==> config.mk <==
export PLATFORM = sky130hd
export DESIGN_NAME = countdown_mmss
export DESIGN_NICKNAME = d
export VERILOG_FILES = /design/src/rtl/countdown_mmss.sv
export SDC_FILE = /design/constraint.sdc
export NUM_CORES = 1
export LEC_CHECK = 0
export CORE_AREA = 3 3 56 58
export CTS_CLUSTER_DIAMETER = 60
export DETAILED_ROUTE_END_ITERATION = 8
export DIE_AREA = 0 0 59 61
export PLACE_DENSITY = 0.82
export SLEW_MARGIN = 5
export SYNTH_ARGS = -nofsm -noshare
export SYNTH_HDL_FRONTEND = slang
export SYNTH_SLANG_ARGS = --single-unit
export TNS_END_PERCENT = 10
==> constraint.sdc <==
create_clock -name clk -period 6.9 [get_ports clk]
set_clock_uncertainty 0.2 [all_clocks]
set_input_delay 0.69 -clock clk [delete_from_list [all_inputs] [get_ports clk]]
set_output_delay 0.69 -clock clk [all_outputs]
set_load 0.05 [all_outputs]
==> src/rtl/countdown_mmss.sv <==
// BCD mm:ss countdown timer: loads a checked preset, decrements on each 1 Hz tick in RUN,
// pulses done at 00:00. Define AUTO_RELOAD_EN to reload from the preset at expiry (periodic mode).
module countdown_mmss #(
    parameter int MIN_H_MAX = 9
) (
    input  logic       clk,
    input  logic       clr,
    input  logic       tick,
    input  logic       load,
    input  logic       start,
    input  logic       stop,
    input  logic [3:0] pre_min_H,
    input  logic [3:0] pre_min_L,
    input  logic [3:0] pre_sec_H,
    input  logic [3:0] pre_sec_L,
    output logic [3:0] min_H,
    output logic [3:0] min_L,
    output logic [3:0] sec_H,
    output logic [3:0] sec_L,
    output logic       running,
    output logic       done,
    output logic       err
);

    typedef enum logic [1:0] {
        S_IDLE,
        S_RUN,
        S_PAUSE,
        S_EXPIRED
    } state_t;

    state_t      r_state, w_state_nxt;
    logic [15:0] r_cnt, w_cnt_nxt;
    logic [15:0] r_pre, w_pre_nxt;
    logic        r_done, w_done_nxt;
    logic        r_err, w_err_nxt;
    logic [15:0] w_pre_in, w_cnt_dec;
    logic        w_legal, w_cnt_zero, w_dec_zero;

    // One-second BCD borrow chain on {min_H, min_L, sec_H, sec_L}; caller never passes 00:00.
    function automatic logic [15:0] bcd_dec(input logic [15:0] v);
        logic [3:0] mh, ml, sh, sl;
        mh = v[15:12];
        ml = v[11:8];
        sh = v[7:4];
        sl = v[3:0];
        if (sl == 4'd0) begin
            sl = 4'd9;
            if (sh == 4'd0) begin
                sh = 4'd5;
                if (ml == 4'd0) begin
                    ml = 4'd9;
                    mh = mh - 4'd1;
                end else begin
                    ml = ml - 4'd1;
                end
            end else begin
                sh = sh - 4'd1;
            end
        end else begin
            sl = sl - 4'd1;
        end
        return {mh, ml, sh, sl};
    endfunction

    assign w_pre_in   = {pre_min_H, pre_min_L, pre_sec_H, pre_sec_L};
    assign w_legal    = (pre_min_H <= 4'(MIN_H_MAX)) && (pre_min_L <= 4'd9) &&
                        (pre_sec_H <= 4'd5) && (pre_sec_L <= 4'd9);
    assign w_cnt_zero = (r_cnt == 16'h0000);
    assign w_cnt_dec  = bcd_dec(r_cnt);
    assign w_dec_zero = (w_cnt_dec == 16'h0000);

    always_ff @(posedge clk or posedge clr) begin
        if (clr) begin
            r_state <= S_IDLE;
            r_cnt   <= 16'h0000;
            r_pre   <= 16'h0000;
            r_done  <= 1'b0;
            r_err   <= 1'b0;
        end else begin
            r_state <= w_state_nxt;
            r_cnt   <= w_cnt_nxt;
            r_pre   <= w_pre_nxt;
            r_done  <= w_done_nxt;
            r_err   <= w_err_nxt;
        end
    end

    always_comb begin
        w_state_nxt = r_state;
        w_cnt_nxt   = r_cnt;
        w_pre_nxt   = r_pre;
        w_done_nxt  = 1'b0;
        w_err_nxt   = 1'b0;
        if (load) begin
            if (w_legal) begin
                w_cnt_nxt   = w_pre_in;
                w_pre_nxt   = w_pre_in;
                w_state_nxt = S_IDLE;
            end else begin
                w_err_nxt = 1'b1;
            end
        end else if (stop) begin
            if (r_state == S_RUN) begin
                w_state_nxt = S_PAUSE;
            end
        end else if (start) begin
            if ((r_state == S_IDLE || r_state == S_PAUSE) && !w_cnt_zero) begin
                w_state_nxt = S_RUN;
            end
        end else if (tick && r_state == S_RUN && !w_cnt_zero) begin
            if (w_dec_zero) begin
                w_done_nxt = 1'b1;
`ifdef AUTO_RELOAD_EN
                if (r_pre != 16'h0000) begin
                    w_cnt_nxt = r_pre;
                end else begin
                    w_cnt_nxt   = 16'h0000;
                    w_state_nxt = S_EXPIRED;
                end
`else
                w_cnt_nxt   = 16'h0000;
                w_state_nxt = S_EXPIRED;
`endif
            end else begin
                w_cnt_nxt = w_cnt_dec;
            end
        end
    end

    assign min_H   = r_cnt[15:12];
    assign min_L   = r_cnt[11:8];
    assign sec_H   = r_cnt[7:4];
    assign sec_L   = r_cnt[3:0];
    assign running = (r_state == S_RUN);
    assign done    = r_done;
    assign err     = r_err;

endmodule

# Word level (Yosys, flattened, before mapping)
# Index checks and enable logic that the tools add are counted.
[word_totals]
elab_cells = 68
output_inout_bits = 19
ff_bits = 20
input_bits = 22
[classes]
reduce_logical = 19
n_addsub = 4
mux = 30
n_eq_ne = 7
magnitude_cmp = 4
[ops]
columns = ["operator", "count"]
rows = [
  ["16-bit two-way mux", 6],
  ["4-bit two-way mux", 9],
  ["16-bit zero test", 2],
  ["2-bit two-way mux", 8],
  ["4-bit by 1-bit subtractor with 4-bit output (second input constant)", 4],
  ["4-bit less-or-equal comparator (second input constant)", 3],
  ["4-bit zero test", 3],
  ["4-bit nonzero test", 2],
  ["1-bit two-way mux", 7],
  ["1-bit logical AND", 6],
  ["5-bit AND reduction", 1],
  ["4-bit by 3-bit less-or-equal comparator with 1-bit output (second input constant)", 1],
  ["2-bit inequality test (second input constant)", 2],
  ["4-bit by 2-bit inequality test with 1-bit output (second input constant)", 1],
  ["4-bit AND reduction", 1],
  ["3-bit by 2-bit inequality test with 1-bit output (second input constant)", 1],
  ["2-bit by 1-bit == test with 1-bit output (second input constant)", 1],
  ["2-bit == test (second input constant)", 1],
  ["2-bit zero test", 1],
  ["2-bit by 1-bit inequality test with 1-bit output (second input constant)", 1],
  ["2-bit nonzero test", 1],
  ["1-bit zero test", 1],
  ["1-bit logical OR", 1],
]

# Depth between registers and ports, before layout
[logic_depth]
ltp_word = 10
ltp_mapped = 8
depth_no_buf = 7

# Worst setup path after synthesis
# Ideal clock, no wire load.
[synth_path]
path_type = "register to register"
from = "register r_cnt[0]"
to = "register r_cnt[4]"
setup_ns = 0.123
slack_ns = 4.194
n_path_buf = 2
arrival_time_ns = 2.382
synth_period_minus_slack_ns = 2.706
required_ns = 6.577
stages_incl_launch_ff = 8
cell_sequence = "dfrtp_1 > or4_1 > buf_2 > or4_4 > a22o_1 > buf_6 > a21oi_2 > a21oi_1"
[synth_via]
elab_chain_len = 8
elab_cells_between_ends = 17
classes_between = "1 x add/sub; 9 x mux; 7 x reduce/logical"
[synth_rtl]
columns = ["item", "line_no", "text"]
rows = [
  ["start, declared", "33", "logic [15:0] r_cnt, w_cnt_nxt;"],
  ["start signal, assigned", "82", "r_cnt <= w_cnt_nxt;"],
  ["4-bit by 1-bit subtractor with 4-bit output or 4-bit zero test (tied branches)", "61, 47", ""],
  ["4-bit two-way mux", "47", "if (sl == 4'd0) begin"],
  ["16-bit zero test", "71", "assign w_dec_zero = (w_cnt_dec == 16'h0000);"],
  ["16-bit two-way mux", "112", "if (w_dec_zero) begin"],
  ["16-bit two-way mux", "111", "end else if (tick && r_state == S_RUN && !w_cnt_zero) begin"],
  ["16-bit two-way mux", "107", "end else if (start) begin"],
  ["16-bit two-way mux", "103", "end else if (stop) begin"],
  ["16-bit two-way mux", "95", "if (load) begin"],
]
# Parallel ways exist; a longest one is shown, timed or not. The select of a mux whose other input is x is not followed.
# A chain may end at the register's enable or synchronous reset.

# Worst setup path after layout
[layout_path]
from = "input load"
to = "register r_cnt[9]"
[layout_via]
elab_chain_len = 2
elab_cells_between_ends = 6
classes_between = "3 x eq/ne; 1 x mux; 2 x reduce/logical"
[layout_rtl]
columns = ["item", "line_no", "text"]
rows = [
  ["start, declared", "9", "input logic load,"],
  ["2-bit inequality test (no line) (tied with other cells)", "-", ""],
  ["4-bit AND reduction (no line)", "-", ""],
]
# Parallel ways exist; a longest one is shown, timed or not.

==> flow_metrics.env <==
export IMPL_hp_class="reg -> reg"
export IMPL_worstReg2RegStart="r_cnt[0]"
export IMPL_gp_congestion=0.852
export IMPL_dp_hpwl_mm=2.52
export IMPL_die_h_um=61
export IMPL_hold_buffers=0
export IMPL_crit_arrival_ns=3.41
export IMPL_seq_area_frac_synth_pct=38.7
export IMPL_avgViaCountPerCell=6.03
export IMPL_ff2ff_path_depth=5
export IMPL_clockBufferDepth=2
export IMPL_slew_headroom_pct=24.1
export IMPL_grt_ovfl_total=0
export IMPL_synth_edf_count=0
export IMPL_vias=1302
export IMPL_die_x_um=59
export IMPL_max_vdd_ir_drop_uv=292
export IMPL_cp_slowest_cell="clkdlybuf4s50_1"
export IMPL_period_minus_slack_ns=3.45
export IMPL_critical_path_required_ns=6.86
export IMPL_yosys_area_top_type="dfrtp_1"
export IMPL_totalWireLength_mm=3.40
export IMPL_die_area_um2=3600
export IMPL_min_path_cells=1
export IMPL_synth_top_area_share_pct=38.7
export IMPL_synth_top_family_by_area="compound AO/OA/AOI/OAI gates"
export IMPL_async_reset_ff_share_pct=100
export IMPL_drt_iter0_drc=57
export IMPL_status="finished clean"
export IMPL_max_freq_mhz=290
export IMPL_first_pass_iters=4
export IMPL_synth_xor_area_share_pct=0
export IMPL_cts_setup_buffers=0
export IMPL_place_area_um2=1690
export IMPL_final_common_cell="clkdlybuf4s50_1"
export IMPL_synth_ff_type="dfrtp_1"
export IMPL_cpPeakStageDelay_ns=0.99
export IMPL_power_uw=569
export IMPL_h_tree_depth=1
export IMPL_final_setup_tns_ns=0
export IMPL_muxShareOfSynthArea_pct=0.774
export IMPL_yosysWarnings=0
export IMPL_num_rows=19
export IMPL_grtUsageTotal_pct=20.5
export IMPL_synth_cells=150
export IMPL_cts_root_buf="clkbuf_4"
export IMPL_io_buffers=40
export IMPL_synth_fa_ha_area_share_pct=1.94
export IMPL_tightest_slew_ns=1.14
export IMPL_cts_resized=0
export IMPL_p_leak_uw=0.000662
export IMPL_start_kind="input pin"
export IMPL_syn_avg_cell_area_um2=8.62
export IMPL_cp_endpoint="r_cnt[9]"
export IMPL_ys_ff_latch=20
export IMPL_syn_cell_area_um2=1290
export IMPL_clk_pin_slew_ns=0.11
export IMPL_synth_compound_area_share_pct=29.1
export IMPL_drive_gt1_share_pct=7.57
export IMPL_power_per_cell_area_nw_per_um2=333
export IMPL_cts_sinks=20
export IMPL_path_cells="clkdlybuf4s50_1, nor4_1, a22o_1, o21ai_0, o2bb2ai_1"
export IMPL_core_um2=2710
export IMPL_layout_nets=211
export IMPL_worst_path_stages=5
export IMPL_cp_end_kind="register"
export IMPL_wl_per_cell_um=15.8
export IMPL_initial_core_util_pct=47.7
export IMPL_stdcell_area_um2=1710
export IMPL_grt_max_degree=34
export IMPL_worst_slack_ns=3.45
export IMPL_reg2reg_slack_ns=3.86
export IMPL_setup_worst_path_class="in -> reg"
export IMPL_drc=0
export IMPL_syn_num_nets=174
export IMPL_grt_pass1_vias=1251
export IMPL_ant_nets=0
export IMPL_finalHoldViolCount=0
export IMPL_cts_buffers=3
export IMPL_synthSimpleGateAreaFrac_pct=23.5
export IMPL_worst_path_buf_inv=1
export IMPL_clk_latency_ns=0.30
export IMPL_path_max_fanout=33
export IMPL_cts_tree="yes"
export IMPL_num_antenna_cells=0
export IMPL_final_cell_mix="clkdlybuf4s50_1 (40), dfrtp_1 (20), nor2_1 (18)"
export IMPL_setup_viol=0
export IMPL_grt_pass1_wl_mm=5.61
export IMPL_syn_to_final_growth_pct=32.1
export IMPL_crit_family="buffers and inverters"
export IMPL_synth_area_leaders="dfrtp_1 (39%), o21ai_0 (5.8%), nor2_1 (5.2%)"
export IMPL_antenna_found_initial=0
export IMPL_post_place_ws_ns=3.17
export IMPL_rsz0062_at_grt="no"
export IMPL_r2r_end="r_cnt[12]"
export IMPL_cp_startpoint="load"
export IMPL_yosysUniqueCellTypes=45
export IMPL_ios=41
export IMPL_drv_slew=0
export IMPL_fin_crit_sh_pct=50.0
export IMPL_drv_cap=0
layout make-up:
class / instances / area (µm²)
sequential: 20 / 500
inverter: 8 / 30.0
tap: 31 / 38.8
multi-input combinational: 114 / 716
clock buffer: 3 / 22.5
fill: 256 / 1000
timing repair buffer: 40 / 400
cells by family (layout without fill, tap and decap cells):
group,after synthesis,count (layout)
AO/OA/AOI/OAI,55,55
adder cells (fa/ha/maj),2,2
buffers and inverters,16,51
flip-flops,20,20
multiplexers,1,1
AND/OR/NAND/NOR,56,56
cells in the mapped netlist (3+ instances only):
master	instances
o2bb2ai_1	3
dfrtp_1	20
nand2_1	5
nor4_1	3
a2bb2oi_1	4
nor2_1	18
or4_1	4
o21ai_0	15
inv_1	8
a21oi_1	9
a22oi_1	3
o21ai_2	3
clkbuf_1	5
nor3_1	8
per-stage QoR:
step | std cells | utilization [%] | hold WS (ns)
finish | 216 | 63.0 | 0.370
global route | 216 | 63.0 | 0.384
CTS | 216 | 63.0 | 0.363
detailed placement | 213 | 62.2 | 0.334
global placement | 213 | 62.2 | 0.344
floorplan | 150 | - | 0.350
report_power, final:
| group | internal, µW | switching, µW | total, µW |
|---|---|---|---|
| Clock | 20.3 | 35.7 | 56.0 |
| Sequential | 152 | 49.8 | 201 |
| Combinational | 115 | 197 | 312 |
| Total | 287 | 282 | 569 |
layer usage:
metal	track usage [%]	vias up	share of wire (%)
met2	34.5	46	50
met5	0	-	0
met1	26.9	621	44
met4	7.44	0	1.2
li1	-	631	-
met3	2.98	4	5.0
registers in the layout, indices dropped and copies added, names as in the netlist:
register  flops
r_state       2
err           1
done          1
r_cnt        16
worst min path at each step:
stage | slack (ns) | end | from
6_report | 0.37 | r_cnt[7] | r_cnt[7]
5_1_grt | 0.38 | r_cnt[7] | r_cnt[7]
4_1_cts | 0.36 | r_cnt[7] | r_cnt[7]
3_5_place_dp | 0.33 | r_cnt[7] | r_cnt[7]
3_3_place_gp | 0.34 | r_cnt[9] | r_cnt[9]
2_1_floorplan | 0.35 | r_state[0] | r_state[0]
No activity file was read; power rests on OpenSTA's default activity.
